--- config.mk ---
export PLATFORM = sky130hd
export DESIGN_NAME = morse_letter_tx
export DESIGN_NICKNAME = d
export VERILOG_FILES = /design/src/rtl/morse_pkg.sv /design/src/rtl/morse_rom.sv /design/src/rtl/morse_letter_tx.sv
export SDC_FILE = /design/constraint.sdc
export NUM_CORES = 1
export LEC_CHECK = 0
export ABC_AREA = 1
export CORE_ASPECT_RATIO = 0.75
export CORE_MARGIN = 2
export CORE_UTILIZATION = 60
export CTS_CLUSTER_DIAMETER = 200
export CTS_CLUSTER_SIZE = 12
export DETAILED_ROUTE_END_ITERATION = 8
export GPL_ROUTABILITY_DRIVEN = 0
export PLACE_DENSITY = 0.76
export SYNTH_ARGS = -nofsm -noshare
export SYNTH_HDL_FRONTEND = slang
export SYNTH_SLANG_ARGS = --single-unit
--- constraint.sdc ---
create_clock -name clk -period 2.2 [get_ports clk]
set_input_delay 0.55 -clock clk [delete_from_list [all_inputs] [get_ports clk]]
set_output_delay 0.55 -clock clk [all_outputs]
set_load 0.01 [all_outputs]
--- src/rtl/morse_pkg.sv ---
// Shared definitions for the single-letter Morse transmitter: state encodings,
// letter codes, element kinds and per-phase unit counts.
package morse_pkg;

  localparam logic [2:0] IDLE  = 3'd0;
  localparam logic [2:0] MARK  = 3'd1;
  localparam logic [2:0] SPACE = 3'd2;
  localparam logic [2:0] LGAP  = 3'd3;
  localparam logic [2:0] DONE  = 3'd4;

  typedef enum logic [2:0] {
    StIdle  = IDLE,
    StMark  = MARK,
    StSpace = SPACE,
    StLgap  = LGAP,
    StDone  = DONE
  } state_e;

  localparam logic [4:0]
    LTR_A = 5'd0,  LTR_B = 5'd1,  LTR_C = 5'd2,  LTR_D = 5'd3,  LTR_E = 5'd4,
    LTR_F = 5'd5,  LTR_G = 5'd6,  LTR_H = 5'd7,  LTR_I = 5'd8,  LTR_J = 5'd9,
    LTR_K = 5'd10, LTR_L = 5'd11, LTR_M = 5'd12, LTR_N = 5'd13, LTR_O = 5'd14,
    LTR_P = 5'd15, LTR_Q = 5'd16, LTR_R = 5'd17, LTR_S = 5'd18, LTR_T = 5'd19,
    LTR_U = 5'd20, LTR_V = 5'd21, LTR_W = 5'd22, LTR_X = 5'd23, LTR_Y = 5'd24,
    LTR_Z = 5'd25;

  localparam logic DOT  = 1'b0;
  localparam logic DASH = 1'b1;

  localparam int unsigned UNITS_DOT   = 1;
  localparam int unsigned UNITS_DASH  = 3;
  localparam int unsigned UNITS_SPACE = 1;
  localparam int unsigned UNITS_LGAP  = 3;

endpackage

--- src/rtl/morse_rom.sv ---
// Letter code to Morse element table. pat[len-1] is the first element sent;
// codes outside A-Z return len = 0.
module morse_rom
  import morse_pkg::*;
(
  input  logic [4:0] code,
  output logic [2:0] len,
  output logic [3:0] pat
);

  always_comb begin
    len = 3'd0;
    pat = 4'b0000;
    case (code)
      LTR_A: {len, pat} = {3'd2, 4'b0001};
      LTR_B: {len, pat} = {3'd4, 4'b1000};
      LTR_C: {len, pat} = {3'd4, 4'b1010};
      LTR_D: {len, pat} = {3'd3, 4'b0100};
      LTR_E: {len, pat} = {3'd1, 4'b0000};
      LTR_F: {len, pat} = {3'd4, 4'b0010};
      LTR_G: {len, pat} = {3'd3, 4'b0110};
      LTR_H: {len, pat} = {3'd4, 4'b0000};
      LTR_I: {len, pat} = {3'd2, 4'b0000};
      LTR_J: {len, pat} = {3'd4, 4'b0111};
      LTR_K: {len, pat} = {3'd3, 4'b0101};
      LTR_L: {len, pat} = {3'd4, 4'b0100};
      LTR_M: {len, pat} = {3'd2, 4'b0011};
      LTR_N: {len, pat} = {3'd2, 4'b0010};
      LTR_O: {len, pat} = {3'd3, 4'b0111};
      LTR_P: {len, pat} = {3'd4, 4'b0110};
      LTR_Q: {len, pat} = {3'd4, 4'b1101};
      LTR_R: {len, pat} = {3'd3, 4'b0010};
      LTR_S: {len, pat} = {3'd3, 4'b0000};
      LTR_T: {len, pat} = {3'd1, 4'b0001};
      LTR_U: {len, pat} = {3'd3, 4'b0001};
      LTR_V: {len, pat} = {3'd4, 4'b0001};
      LTR_W: {len, pat} = {3'd3, 4'b0011};
      LTR_X: {len, pat} = {3'd4, 4'b1001};
      LTR_Y: {len, pat} = {3'd4, 4'b1011};
      LTR_Z: {len, pat} = {3'd4, 4'b1100};
      default: {len, pat} = {3'd0, 4'b0000};
    endcase
  end

endmodule

--- src/rtl/morse_letter_tx.sv ---
// Keys one latched letter out on tone as dots/dashes, then holds done until
// ack. Handshake mirrors the capture block so letters can be echoed.
module morse_letter_tx
  import morse_pkg::*;
#(
  parameter int unsigned UNIT_CYCLES = 6_000_000
) (
  input  logic       clk,
  input  logic       reset,
  input  logic       start,
  input  logic [4:0] c,
  input  logic       ack,
  output logic       tone,
  output logic       busy,
  output logic       done,
  output logic       err
);

  localparam int unsigned CW = $clog2(3 * UNIT_CYCLES);

  localparam logic [CW-1:0] LastDot   = CW'(UNITS_DOT * UNIT_CYCLES - 1);
  localparam logic [CW-1:0] LastDash  = CW'(UNITS_DASH * UNIT_CYCLES - 1);
  localparam logic [CW-1:0] LastSpace = CW'(UNITS_SPACE * UNIT_CYCLES - 1);
  localparam logic [CW-1:0] LastLgap  = CW'(UNITS_LGAP * UNIT_CYCLES - 1);

  state_e          state_q, state_d;
  logic [CW-1:0]   cnt_q, cnt_d;
  logic [1:0]      idx_q, idx_d;
  logic [2:0]      len_q, len_d;
  logic [3:0]      pat_q, pat_d;
  logic            err_q, err_d;

  logic [2:0]      rom_len;
  logic [3:0]      rom_pat;
  logic [1:0]      sel;
  logic            cur_dash;
  logic            last_elem;

  morse_rom u_rom (
    .code (c),
    .len  (rom_len),
    .pat  (rom_pat)
  );

  // Elements run from pat[len-1] down; mod-4 arithmetic keeps len = 4 correct.
  assign sel       = len_q[1:0] - 2'd1 - idx_q;
  assign cur_dash  = (pat_q[sel] == DASH);
  assign last_elem = ({1'b0, idx_q} == (len_q - 3'd1));

  always_comb begin
    state_d = state_q;
    cnt_d   = cnt_q + CW'(1);
    idx_d   = idx_q;
    len_d   = len_q;
    pat_d   = pat_q;
    err_d   = err_q;
    case (state_q)
      StIdle: begin
        cnt_d = '0;
        if (start) begin
          len_d   = rom_len;
          pat_d   = rom_pat;
          idx_d   = '0;
          err_d   = (rom_len == 3'd0);
          state_d = (rom_len == 3'd0) ? StDone : StMark;
        end
      end
      StMark: begin
        if (cnt_q == (cur_dash ? LastDash : LastDot)) begin
          cnt_d = '0;
          if (last_elem) begin
            state_d = StLgap;
          end else begin
            idx_d   = idx_q + 2'd1;
            state_d = StSpace;
          end
        end
      end
      StSpace: begin
        if (cnt_q == LastSpace) begin
          cnt_d   = '0;
          state_d = StMark;
        end
      end
      StLgap: begin
        if (cnt_q == LastLgap) begin
          cnt_d   = '0;
          state_d = StDone;
        end
      end
      StDone: begin
        cnt_d = '0;
        if (ack) state_d = StIdle;
      end
      default: begin
        cnt_d   = '0;
        state_d = StIdle;
      end
    endcase
  end

  always_ff @(posedge clk) begin
    if (!reset) begin
      state_q <= StIdle;
      cnt_q   <= '0;
      idx_q   <= '0;
      len_q   <= '0;
      pat_q   <= '0;
      err_q   <= 1'b0;
    end else begin
      state_q <= state_d;
      cnt_q   <= cnt_d;
      idx_q   <= idx_d;
      len_q   <= len_d;
      pat_q   <= pat_d;
      err_q   <= err_d;
    end
  end

  assign tone = (state_q == StMark);
  assign busy = (state_q != StIdle);
  assign done = (state_q == StDone);
  assign err  = done & err_q;

endmodule

* Word-level counts from Yosys, hierarchy flattened
Memory sizes are Yosys's and may differ from the RTL's.
Index checks and enable logic that the tools add are counted.
W data, S select, Z words.
** Word-level totals
- Output and inout port bits :: 4
- Bits in latches :: 0
- Register bits :: 38
- ROM bits :: 224
- Bits in writable memories :: 0
- Word-level logic and storage cells :: 54
- Input port bits :: 9
- Memories kept :: 1
** Operators by class
- Equality and inequality tests :: 14
- Multipliers :: 0
- Mux-type cells :: 19
- Shifts and indexed selects :: 0
- Reductions and logical operators :: 7
- $add $sub $neg :: 5
- Bitwise gates (word level) :: 1
- Divide/modulo/power cells :: 0
- Order comparisons :: 1
** Memory list
- (no name shown) :: depth 32, bits a word 7, read ports 1, clocked after memory_dff 0, wr ports 0, RTL line morse_rom.sv:14 : case (code)
** Operators by type and width (number)
- $mux W25 :: 4
- $pmux W25 S3 :: 1
- $add A25 B1 Y25 const B :: 1
- $eq A25 B23 Y1 const B :: 1
- $eq A25 B25 Y1 :: 1
- $eq A25 B25 Y1 const B :: 1
- $mux W3 :: 6
- $pmux W3 S5 :: 1
- $ne A2 B2 Y1 const B :: 5
- $eq A3 B2 Y1 const B :: 2
- $logic_not A3 Y1 :: 2
- $mux W2 :: 3
- $reduce_and A5 Y1 :: 1
- $pmux W2 S2 :: 1
- $reduce_and A4 Y1 :: 1
- $eq A2 B3 Y1 :: 1
- $eq A3 B1 Y1 const B :: 1
- $eq A3 B3 Y1 const B :: 1
- $lt A2 B3 Y1 const B :: 1
- $reduce_bool A3 Y1 :: 1
- $sub A3 B1 Y3 const B :: 1
- $add A2 B1 Y2 const B :: 1
- $bmux W1 S2 :: 1
- $mux W1 :: 2
- 6 further kinds :: 6

* Depth between registers and ports, before layout
- Word-level depth :: 8
- Mapped depth :: 16
- Depth with buffers taken out :: 16

* Hierarchy
A second synthesis with hierarchy kept.
** Second synthesis, totals
- Cell total of the unflattened synthesis :: 398
- Area, all modules :: 2549.9 um2
** Modules (own cells, without submodules)
- morse_letter_tx :: area an instance 2090.8 um2, sequential area each 760.7 um2, instances 1, cells an instance 312
- morse_rom :: area an instance 459.2 um2, sequential area each 0.0 um2, instances 1, cells an instance 86

* Least setup slack after synthesis
OpenSTA, ideal clock, no wires.
- Path type :: input to register
- Start :: in c[1]
- End :: reg state_q[0]
- Required time :: 2087 ps
- Path buffers :: 0
- Setup time :: 113 ps
- Setup slack :: 436 ps
- Arrival :: 1651 ps
- Stages on the path :: 11
- Path through :: inv_1 ha_1 nand2_1 nand3_1 nand2_1 a21oi_1 nand3_1 nand2_1 nand3_1 nor2_1 nor2_1
** On the way
- Cells in the longest elaborated chain, start to end :: 5
** Ends and longest elaborated chain
- start, declared :: RTL line morse_letter_tx.sv:11 : input logic [4:0] c,
- $mem_v2 Z32 W7
- $logic_not A3 Y1 :: RTL line morse_letter_tx.sv:65 : state_d = (rom_len == 3'd0) ? StDone : StMark;
- $mux W3 :: RTL line morse_letter_tx.sv:65
- $mux W3 :: RTL line morse_letter_tx.sv:60 : if (start) begin
- $pmux W3 S5 :: RTL line morse_letter_tx.sv:57 : case (state_q)
- end signal, assigned :: RTL line morse_letter_tx.sv:104 : state_q <= StIdle;
- end signal, assigned :: RTL line morse_letter_tx.sv:111 : state_q <= state_d;
- end, declared :: RTL line morse_letter_tx.sv:26 : state_e state_q, state_d;
No other way between the ends. The select of a mux whose other input is x is not followed.
A chain may end at the register's enable or synchronous reset.

* Worst setup path after layout
- Start :: reg state_q[1]
- End :: out tone
** On the way
- Cells in the longest elaborated chain, start to end :: 1
** Ends and longest elaborated chain
- $eq A3 B1 Y1 :: RTL line morse_letter_tx.sv:120 : assign tone = (state_q == StMark);
- end, declared :: RTL line morse_letter_tx.sv:13 : output logic tone,
No other way between the ends.

==> results.json <==
{
  "fin_crit_sh_pct": 94.6,
  "wl_met1_mm": 2.91,
  "crit_fanout": 4,
  "netlist_area_um2": 2450,
  "route.met2.wl_mm": 2.63,
  "grt_pass1_wl_mm": 10.2,
  "crit_path_start_kind": "register",
  "p_leak_nw": 1.24,
  "outcome": "finished, final reports clean",
  "core-area_um2": 3980,
  "synth_seq_cells": 38,
  "p_per_area_nw_per_um2": 814,
  "cts.sinks": 38,
  "start_util_pct": 61.5,
  "syn_inst": 372,
  "drcViolationCount": 0,
  "dieArea_um2": 4610,
  "min_path_type": "register to register",
  "diodes": 0,
  "postRouteAntennaNets": 0,
  "synth.avg_cell_area_um2": 6.58,
  "path_class": "register to output pin",
  "grt_pass1_vias": 2295,
  "required_ns": 1.65,
  "reg2reg_depth": 15,
  "numPortBuffers": 12,
  "dieWidth_um": 77.7,
  "drive_gt1_share_pct": 14.1,
  "fin_hold_ws_ns": 0.457,
  "ir_worst_vdd_mv": 0.400,
  "slew-limit-headroom_pct": 66.4,
  "syn_to_final_growth_pct": 21.3,
  "fillCellCount": 318,
  "setup_slack_ns": 0.118,
  "die_h_um": 59.3,
  "path_clk_slew_ns": 0.08,
  "ios": 13,
  "cp-startpoint": "state_q[1]",
  "grt_antenna_before_repair": 0,
  "period_minus_slack_ns": 2.08,
  "rrSetupSlack_ns": 0.21,
  "cp-endpoint": "tone",
  "dr.first_iter.drc_count": 195,
  "maxCapViolCount": 0,
  "place_area_um2": 2790,
  "num_rows": 20,
  "fmax_mhz": 480,
  "regToRegStartpoint": "idx_q[0]",
  "clk_latency_ns": 0.29,
  "r2r_end": "state_q[0]",
  "final_area_um2": 2970,
  "firstDrtPassIters": 4,
  "synth.distinct_cells": 30,
  "vias": 2501,
  "syn_nets": 389,
  "tightestPinTransition_ns": 0.497,
  "dr_wl_met3_um": 441,
  "numCtsBuffers": 5,
  "dp_slack_ns": -0.179,
  "post-route-util_pct": 74.6,
  "cts_tree": "yes",
  "root_buffer": "clkbuf_8",
  "worstSetupEndpointType": "output pin",
  "cts.path.max_buffers": 2,
  "avgRoutedWirePerCell_um": 13.0,
  "hold_viol_final": 0,
  "routed.top_layer": "met4",
  "finalMaxSlewViolations": 0,
  "setup_viol": 0,
  "skew_ns": 0.00814,
  "fin_nets": 426,
  "grt_use_total_pct": 28.1,
  "grt_overflow": 0,
  "arrival_ns": 1.53,
  "yosysSeqAreaShare_pct": 31.1,
  "yosysWarningCount": 0,
  "vias_per_cell": 5.38,
  "dp_hpwl_mm": 4.54,
  "grt_max_degree": 20,
  "wl_mm": 6.06,
  "htreeDepth": 2
}
[logic make-up (layout without fill, tap and decap cells)]
group,after synthesis,after routing,synth area share (%)
buf+inv,61,99,10.1
fa+ha+maj,8,8,4.09
flops,38,38,31.1
compound gates,40,40,9.41
xor+xnor,18,18,6.44
simple gates,207,207,38.9
[layout make-up]
type / count / area [um2] / area share [%]
clock buffers: 5 / 68.8 / 2.32
clock inverters: 3 / 68.8 / 2.32
inverters: 54 / 203 / 6.83
multi-input cells: 273 / 1480 / 49.7
flip-flops and latches: 38 / 761 / 25.6
well taps: 55 / 68.8 / 2.32
repair buffers: 37 / 323 / 10.9
[cells in the mapped netlist (all sizes together)]
| cell type | number | share of area (%) |
|---|---|---|
| a31oi | 2 | 0.51 |
| inv | 54 | 8.3 |
| clkbuf | 3 | 0.46 |
| o311ai | 2 | 0.72 |
| xor2 | 14 | 5.0 |
| ha | 8 | 4.1 |
| a21oi | 16 | 3.3 |
| xnor2 | 4 | 1.4 |
| or2 | 1 | 0.26 |
| nand3 | 35 | 7.6 |
| o2111ai | 1 | 0.36 |
| nor4 | 2 | 0.77 |
| nor3 | 18 | 4.5 |
| and3b | 1 | 0.36 |
| dfxtp | 38 | 31 |
| nand4 | 10 | 2.6 |
| o21ai | 12 | 2.5 |
| nor2 | 66 | 11 |
| nand2 | 74 | 12 |
| buf | 4 | 1.3 |
| o211ai | 6 | 1.8 |
| o22ai | 1 | 0.26 |
[worst max-delay path: stages, from the launching register on]
cell             delay [ns]
dfxtp_1                0.36
nor2_2                 0.13
inv_1                  0.06
nor2_1                 0.13
clkdlybuf4s50_1        0.55
[through the flow]
step / setup TNS (ns) / total power [mW] / instances
5_1_grt: -0.00100 / 2.57 / 465
3_5_place_dp: -0.450 / 1.66 / 456
4_1_cts: 0 / 2.38 / 464
6_report: 0 / 2.42 / 465
3_3_place_gp: -0.335 / 1.64 / 456
2_1_floorplan: 0 / 1.36 / 372
[worst min-delay path by stage]
| stage | from | to | cells past startpoint |
|---|---|---|---|
| floorplan | cnt_q[0] | cnt_q[0] | 1 |
| global placement | cnt_q[0] | cnt_q[0] | 1 |
| detailed placement | cnt_q[0] | cnt_q[0] | 1 |
| CTS | cnt_q[0] | cnt_q[0] | 1 |
| global route | cnt_q[0] | cnt_q[0] | 1 |
| finish | cnt_q[0] | cnt_q[0] | 1 |
[layout by cell type (no fill, tap or decap), types with 2 or more instances in the layout]
cell type / count
xor2_1: 14
ha_1: 6
nand3_2: 2
nor2_4: 3
a21oi_2: 2
buf_4: 24
nor3_2: 4
a21oi_1: 14
nor2_1: 60
inv_1: 52
bufinv_16: 2
a31oi_1: 2
nand3_1: 33
clkbuf_8: 5
inv_2: 2
nand4_1: 10
o311ai_0: 2
o211ai_1: 6
xnor2_1: 4
o21ai_0: 12
clkdlybuf4s50_1: 11
nand2_1: 69
nand2_2: 4
dfxtp_1: 38
nor3_1: 14
nor2_2: 3
[state kept, by name, indices dropped and copies added, names as in the netlist]
register and count:
cnt_q 25, pat_q 4, len_q 3, state_q 3, idx_q 2, err_q 1
[routing by layer]
metal,up-vias,track usage (%)
li1,1276,-
met1,1127,39.3
met2,90,44.3
met3,8,7.01
met4,0,5.87
met5,-,0
[report_power, final]
part | total [mW] | switching, mW | internal, mW
registers | 0.821 | 0.0620 | 0.759
logic | 0.877 | 0.506 | 0.371
clock network | 0.718 | 0.264 | 0.454
total | 2.42 | 0.831 | 1.58
[timing repair]
action,4_1_cts,5_1_grt
setup endpoints to repair,0,6
gates resized for setup,0,9
setup buffers,0,1
hold buffers,0,0
hold endpoints to repair,0,0
(Power assumes the default switching activity.)
